--- src/rtl/ctrl_pkg.sv ---
// ctrl_pkg: shared types and encodings for the RV32I multi-cycle control FSM
//   state_e      FSM states
//   opclass_e    instruction class latched in DECODE
//   OPC_*        RV32I major opcodes
//   IMM_*        one-hot immediate-type selects {J,U,B,S,I}
//   ALU_*/PC_*/WB_*/CAUSE_*  datapath mux and trap encodings
package ctrl_pkg;

    typedef enum logic [2:0] {
        FETCH,
        DECODE,
        EXEC,
        MEM,
        WB,
        TRAP
    } state_e;

    typedef enum logic [3:0] {
        CL_OP,
        CL_OP_IMM,
        CL_LOAD,
        CL_STORE,
        CL_BRANCH,
        CL_LUI,
        CL_AUIPC,
        CL_JAL,
        CL_JALR
    } opclass_e;

    localparam logic [6:0] OPC_OP     = 7'b0110011;
    localparam logic [6:0] OPC_OP_IMM = 7'b0010011;
    localparam logic [6:0] OPC_LOAD   = 7'b0000011;
    localparam logic [6:0] OPC_STORE  = 7'b0100011;
    localparam logic [6:0] OPC_BRANCH = 7'b1100011;
    localparam logic [6:0] OPC_LUI    = 7'b0110111;
    localparam logic [6:0] OPC_AUIPC  = 7'b0010111;
    localparam logic [6:0] OPC_JAL    = 7'b1101111;
    localparam logic [6:0] OPC_JALR   = 7'b1100111;

    localparam logic [4:0] IMM_NONE = 5'b00000;
    localparam logic [4:0] IMM_I    = 5'b00001;
    localparam logic [4:0] IMM_S    = 5'b00010;
    localparam logic [4:0] IMM_B    = 5'b00100;
    localparam logic [4:0] IMM_U    = 5'b01000;
    localparam logic [4:0] IMM_J    = 5'b10000;

    localparam logic [1:0] ALU_ADD   = 2'd0;
    localparam logic [1:0] ALU_FUNCT = 2'd1;
    localparam logic [1:0] ALU_CMP   = 2'd2;
    localparam logic [1:0] ALU_PASSB = 2'd3;

    localparam logic [1:0] PC_PLUS4 = 2'd0;
    localparam logic [1:0] PC_IMM   = 2'd1;
    localparam logic [1:0] PC_RS1   = 2'd2;

    localparam logic [1:0] WB_ALU = 2'd0;
    localparam logic [1:0] WB_MEM = 2'd1;
    localparam logic [1:0] WB_PC4 = 2'd2;

    localparam logic [1:0] CAUSE_NONE    = 2'b00;
    localparam logic [1:0] CAUSE_ILLEGAL = 2'b01;
    localparam logic [1:0] CAUSE_TIMEOUT = 2'b10;

    function automatic logic [4:0] imm_of(input opclass_e c);
        return (c == CL_OP_IMM || c == CL_LOAD || c == CL_JALR) ? IMM_I :
               (c == CL_STORE)                                 ? IMM_S :
               (c == CL_BRANCH)                                ? IMM_B :
               (c == CL_LUI || c == CL_AUIPC)                  ? IMM_U :
               (c == CL_JAL)                                   ? IMM_J : IMM_NONE;
    endfunction

endpackage

--- src/rtl/ctrl_decode.sv ---
// ctrl_decode: combinational RV32I opcode classifier
//   opcode    in   7  instruction bits [6:0]
//   cls       out  4  instruction class
//   imm_type  out  5  one-hot immediate type for that class (0 when illegal)
//   legal     out  1  opcode is one of the supported RV32I major opcodes
module ctrl_decode
    import ctrl_pkg::*;
(
    input  logic [6:0] opcode,
    output opclass_e   cls,
    output logic [4:0] imm_type,
    output logic       legal
);

    always_comb begin
        cls   = CL_OP;
        legal = 1'b1;
        case (opcode)
            OPC_OP:     cls = CL_OP;
            OPC_OP_IMM: cls = CL_OP_IMM;
            OPC_LOAD:   cls = CL_LOAD;
            OPC_STORE:  cls = CL_STORE;
            OPC_BRANCH: cls = CL_BRANCH;
            OPC_LUI:    cls = CL_LUI;
            OPC_AUIPC:  cls = CL_AUIPC;
            OPC_JAL:    cls = CL_JAL;
            OPC_JALR:   cls = CL_JALR;
            default:    legal = 1'b0;
        endcase
        imm_type = legal ? imm_of(cls) : IMM_NONE;
    end

endmodule

--- src/rtl/multicycle_ctrl.sv ---
// multicycle_ctrl: FETCH/DECODE/EXEC/MEM/WB control FSM for the RV32I core
//   iClk, iRst (async, active-high)
//   iInstruction  IR contents; iMem_ready memory ack; iBr_taken branch result (EXEC)
//   oImm_type     one-hot {J,U,B,S,I} immediate select
//   oIR_we, oPC_we, oPC_sel           instruction/PC register strobes
//   oMem_req, oMem_we, oMem_addr_sel  memory request handshake
//   oALU_srcA, oALU_srcB, oALU_op     ALU operand muxes and operation
//   oReg_we, oWb_sel                  register-file write-back
//   oTrap, oCause                     sticky halt flag and its cause
module multicycle_ctrl
    import ctrl_pkg::*;
#(
    parameter int MEM_WAIT_MAX = 16
) (
    input  logic        iClk,
    input  logic        iRst,
    input  logic [31:0] iInstruction,
    input  logic        iMem_ready,
    input  logic        iBr_taken,
    output logic [4:0]  oImm_type,
    output logic        oIR_we,
    output logic        oPC_we,
    output logic [1:0]  oPC_sel,
    output logic        oMem_req,
    output logic        oMem_we,
    output logic        oMem_addr_sel,
    output logic        oALU_srcA,
    output logic        oALU_srcB,
    output logic [1:0]  oALU_op,
    output logic        oReg_we,
    output logic [1:0]  oWb_sel,
    output logic        oTrap,
    output logic [1:0]  oCause
);

    localparam int CW = $clog2(MEM_WAIT_MAX + 1);
    localparam logic [CW-1:0] WAIT_LAST = CW'(MEM_WAIT_MAX - 1);

    state_e         state, state_n;
    opclass_e       cls_q, dec_cls;
    logic [4:0]     imm_q, dec_imm;
    logic           dec_legal;
    logic [CW-1:0]  wait_cnt, wait_cnt_n;
    logic [1:0]     cause_q, cause_n;
    logic           req_state, timeout;
    logic           unused_instr;

    // Only the major opcode steers control; funct fields go straight to the ALU.
    assign unused_instr = ^iInstruction[31:7];

    ctrl_decode u_decode (
        .opcode   (iInstruction[6:0]),
        .cls      (dec_cls),
        .imm_type (dec_imm),
        .legal    (dec_legal)
    );

    assign req_state = state == FETCH || state == MEM;
    // A ready arriving on the final allowed cycle still completes the request.
    assign timeout   = req_state && !iMem_ready && wait_cnt == WAIT_LAST;

    always_ff @(posedge iClk or posedge iRst) begin
        if (iRst) begin
            state    <= FETCH;
            cls_q    <= CL_OP;
            imm_q    <= IMM_NONE;
            wait_cnt <= '0;
            cause_q  <= CAUSE_NONE;
        end else begin
            state    <= state_n;
            wait_cnt <= wait_cnt_n;
            cause_q  <= cause_n;
            if (state == DECODE) begin
                cls_q <= dec_cls;
                imm_q <= dec_imm;
            end
        end
    end

    always_comb begin
        state_n = state;
        case (state)
            FETCH:  state_n = iMem_ready ? DECODE : timeout ? TRAP : FETCH;
            DECODE: state_n = dec_legal ? EXEC : TRAP;
            EXEC:   state_n = (cls_q == CL_LOAD || cls_q == CL_STORE) ? MEM :
                              (cls_q == CL_BRANCH) ? FETCH : WB;
            MEM:    state_n = iMem_ready ? (cls_q == CL_LOAD ? WB : FETCH) :
                              timeout ? TRAP : MEM;
            WB:     state_n = FETCH;
            default: state_n = TRAP;
        endcase
        cause_n    = (state == DECODE && !dec_legal) ? CAUSE_ILLEGAL :
                     timeout ? CAUSE_TIMEOUT : cause_q;
        wait_cnt_n = (req_state && !iMem_ready && state_n == state) ? wait_cnt + 1'b1 : '0;
    end

    // Strobes are forced low for the whole reset window, including the
    // FETCH request the reset state would otherwise raise.
    always_comb begin
        oImm_type     = IMM_NONE;
        oIR_we        = 1'b0;
        oPC_we        = 1'b0;
        oPC_sel       = PC_PLUS4;
        oMem_req      = 1'b0;
        oMem_we       = 1'b0;
        oMem_addr_sel = 1'b0;
        oALU_srcA     = 1'b0;
        oALU_srcB     = 1'b0;
        oALU_op       = ALU_ADD;
        oReg_we       = 1'b0;
        oWb_sel       = WB_ALU;
        oTrap         = 1'b0;
        oCause        = CAUSE_NONE;
        if (!iRst) begin
            oTrap  = state == TRAP;
            oCause = cause_q;
            case (state)
                FETCH: begin
                    oMem_req = 1'b1;
                    oIR_we   = iMem_ready;
                end
                EXEC: begin
                    oImm_type = imm_q;
                    oALU_srcA = cls_q == CL_AUIPC || cls_q == CL_JAL;
                    oALU_srcB = !(cls_q == CL_OP || cls_q == CL_BRANCH);
                    oALU_op   = (cls_q == CL_OP || cls_q == CL_OP_IMM) ? ALU_FUNCT :
                                (cls_q == CL_BRANCH) ? ALU_CMP :
                                (cls_q == CL_LUI) ? ALU_PASSB : ALU_ADD;
                    oPC_we    = cls_q == CL_BRANCH;
                    oPC_sel   = (cls_q == CL_BRANCH && iBr_taken) ? PC_IMM : PC_PLUS4;
                end
                MEM: begin
                    oImm_type     = imm_q;
                    oMem_req      = 1'b1;
                    oMem_addr_sel = 1'b1;
                    oMem_we       = cls_q == CL_STORE;
                    oPC_we        = cls_q == CL_STORE && iMem_ready;
                end
                WB: begin
                    oImm_type = imm_q;
                    oReg_we   = 1'b1;
                    oWb_sel   = (cls_q == CL_LOAD) ? WB_MEM :
                                (cls_q == CL_JAL || cls_q == CL_JALR) ? WB_PC4 : WB_ALU;
                    oPC_we    = 1'b1;
                    oPC_sel   = (cls_q == CL_JAL) ? PC_IMM :
                                (cls_q == CL_JALR) ? PC_RS1 : PC_PLUS4;
                end
                default: ;
            endcase
        end
    end

endmodule

--- config.mk ---
export PLATFORM = sky130hd
export DESIGN_NAME = multicycle_ctrl
export DESIGN_NICKNAME = d
export VERILOG_FILES = /design/src/rtl/ctrl_pkg.sv /design/src/rtl/ctrl_decode.sv /design/src/rtl/multicycle_ctrl.sv
export SDC_FILE = /design/constraint.sdc
export NUM_CORES = 1
export LEC_CHECK = 0
export ABC_AREA = 1
export CORE_MARGIN = 4
export CORE_UTILIZATION = 41
export CTS_CLUSTER_DIAMETER = 150
export CTS_CLUSTER_SIZE = 8
export DETAILED_ROUTE_END_ITERATION = 8
export GPL_ROUTABILITY_DRIVEN = 0
export PLACE_DENSITY_LB_ADDON = 0.2
export RECOVER_POWER = 100
export REMOVE_ABC_BUFFERS = 1
export SETUP_SLACK_MARGIN = 0.15
export SYNTH_ARGS = -nofsm -noshare
export SYNTH_HDL_FRONTEND = slang
export SYNTH_HIERARCHICAL = 1
export SYNTH_SLANG_ARGS = --single-unit
--- constraint.sdc ---
create_clock -name iClk -period 1.62 [get_ports iClk]
set_input_delay 0.324 -clock iClk [delete_from_list [all_inputs] [get_ports iClk]]
set_output_delay 0.324 -clock iClk [all_outputs]
set_load 0.02 [all_outputs]
==> flow_metrics.env <==
export IMPL_portBuffers=32
export IMPL_crit_path_start_kind="flop"
export IMPL_start_util_pct=42.4
export IMPL_die_y_um=64.0
export IMPL_cp_slowest_cell="dfrtp_1"
export IMPL_fin_crit_sh_pct=134
export IMPL_insertion_delay_ns=0.30
export IMPL_ys_seq_area_share_pct=37.0
export IMPL_cap_violations=0
export IMPL_cp_common_cell="buf_6"
export IMPL_worst_slew_pin_slew_ns=0.253
export IMPL_endpoint_kind="flop"
export IMPL_die_w_um=64.0
export IMPL_worstSetupStartpoint="state[0]"
export IMPL_hold_class="in -> async"
export IMPL_mostFrequentLayoutCells="buf_4, nor2_1, nand2_1"
export IMPL_dp_hpwl_mm=2.54
export IMPL_antenna_found_initial=0
export IMPL_grt_max_degree=18
export IMPL_antenna_cells=0
export IMPL_skew_ns=0.00896
export IMPL_avgSynthCellArea_um2=6.56
export IMPL_rrSetupSlack_ns=-0.55
export IMPL_crit_chain="nor2_2, inv_2, buf_4, buf_6, buf_4, buf_6, buf_6, buf_6, nand2_4, nand2_4, nor2_4, nand4_1, nand2_1, nand2_2, nor2_1"
export IMPL_htreeDepth=1
export IMPL_grt_pass1_vias=1564
export IMPL_grt_overflow_total=0
export IMPL_finalSetupViolCount=28
export IMPL_hold_buffers=0
export IMPL_r2r_start="state[0]"
export IMPL_grt_setup_unrepaired="yes"
export IMPL_dr_pass1_iters=4
export IMPL_path_delay_family="simple AND/OR/NAND/NOR gates"
export IMPL_synth_area_um2=1280
export IMPL_stdcell_area_um2=2530
export IMPL_dieArea_um2=4090
export IMPL_path_max_fanout=5
export IMPL_postPlaceCellArea_um2=1960
export IMPL_ys_ff_latch=19
export IMPL_relSlewSlack_pct=83.1
export IMPL_fin_nets=345
export IMPL_routed_via_density=5.02
export IMPL_antenna_left=0
export IMPL_status="finished, violations left"
export IMPL_synth_edf_count=0
export IMPL_ys_async_sr_fraction_pct=100
export IMPL_route_vias_total=1756
export IMPL_drt_iter0_markers=111
export IMPL_ios=58
export IMPL_clockBufferDepth=2
export IMPL_synth_cells=196
export IMPL_drive_above_1_share_pct=55.9
export IMPL_fin_ws_ns=-0.554
export IMPL_final_common_cell="buf_4"
export IMPL_clock_root_buffer="clkbuf_4"
export IMPL_drv_slew=0
export IMPL_finalWirelength_mm=5.09
export IMPL_areaGrowthSynthToFinish_pct=97.3
export IMPL_path_clk_slew_ns=0.11
export IMPL_wl_per_cell_um=14.5
export IMPL_yosys_warnings=6
export IMPL_p_per_area_nw_per_um2=326
export IMPL_peakVddDrop_mv=0.494
export IMPL_post_route_drc_count=0
export IMPL_stdcell_count=350
export IMPL_cts_buffers=3
export IMPL_clock_sinks=19
export IMPL_coreArea_um2=3030
export IMPL_hold_viol=0
export IMPL_leakage_nw=1.34
export IMPL_cp_num_buf_inv=7
export IMPL_post_synth_num_cell_types=25
export IMPL_crit_type="reg -> reg"
export IMPL_grt_first_pass_wirelength_mm=6.69
export IMPL_cts_tree="done"
export IMPL_grt_usage_pct=20.1
export IMPL_period_needed_ns=2.17
export IMPL_violations="setup timing"
export IMPL_worstPathRequired_ns=1.85
export IMPL_ys_flop_type="dfrtp_1"
export IMPL_pre_cts_ws_ns=-0.627
export IMPL_dp_cells=312
export IMPL_rows=20
export IMPL_slowest_delay_ns=0.42
export IMPL_final_util_pct=83.7
export IMPL_finalSetupTns_ns=-10.40
export IMPL_max_freq_mhz=460
export IMPL_arrival_ns=2.40
## metal layers
| metal | part of all wire, % | up-vias | GRT usage [%] |
|---|---|---|---|
| met5 | 0 | - | 0 |
| met4 | 2.7 | 0 | 4.04 |
| met3 | 3.7 | 14 | 3.69 |
| met2 | 55 | 72 | 39.6 |
| met1 | 39 | 837 | 22.0 |
| li1 | - | 833 | - |
## where the power goes
group | leakage (nW) | switching (mW) | internal (mW)
clock | 0.0177 | 0.145 | 0.0919
sequential | 0.197 | 0 | 0.474
combinational | 1.13 | 0.0661 | 0.0492
## repair_timing
item / 4_1_cts / 5_1_grt
cloned: 1 / 0
pin swaps: 9 / 28
setup endpoints to repair: 40 / 40
gates resized for setup: 149 / 76
buffers inserted: 21 / 12
## worst min-delay path, stage by stage
cell	delay, ns
dlygate4sd2_1	0.27
inv_1	0.17
buf_4	0.15
## registers in the layout, indices dropped and copies added (netlist names)
name and count:
cls_q 4, state 3, imm_q 5, cause_q 2, wait_cnt 5
## Yosys cell counts, types with 2 or more instances
master | n | area share [%]
nand2_2 | 3 | 1.5
nor2_2 | 2 | 0.97
nand3_2 | 3 | 2.3
nor2_1 | 44 | 13
nand2_1 | 40 | 12
inv_2 | 5 | 1.5
a21oi_1 | 3 | 1.2
ha_1 | 2 | 1.9
nor4_1 | 2 | 0.97
o21ai_0 | 10 | 3.9
nor2_4 | 2 | 1.8
dfrtp_1 | 19 | 37
nor3_1 | 5 | 1.9
nand4_1 | 3 | 1.5
inv_1 | 33 | 9.6
nand3_1 | 11 | 4.3
## final timing paths
path,endpoint,cells past startpoint
min in group iClk,imm_q[1],5
min,cls_q[1],3
max reg2reg,wait_cnt[4],15
max in group asynchronous,cls_q[3],3
min reg2reg,wait_cnt[0],1
max,wait_cnt[4],15
## logic make-up after synthesis
logic type,after synthesis,synth area share [%]
compound gates,16,6.82
xor+xnor,2,1.36
fa+ha+maj,2,1.95
buf+inv,40,12.1
flops,19,37.0
simple gates,117,40.8
## per-stage QoR
stage | total power [mW] | hold WS (ns)
2_1_floorplan | 0.524 | 0.301
3_3_place_gp | 0.589 | 0.448
3_5_place_dp | 0.591 | 0.453
4_1_cts | 0.828 | 0.280
5_1_grt | 0.870 | 0.299
6_report | 0.827 | 0.298
## cell type report
type | instances | area [µm²]
Multi-Input combinational cell | 137 | 920
Tap cell | 44 | 55.1
Sequential cell | 19 | 477
Clock inverter | 1 | 5.00
Inverter | 38 | 149
Clock buffer | 3 | 22.5
Timing Repair Buffer | 107 | 900
Timing Repair inverter | 1 | 7.51
Fill cell | 176 | 493
(Power assumes the default switching activity.)
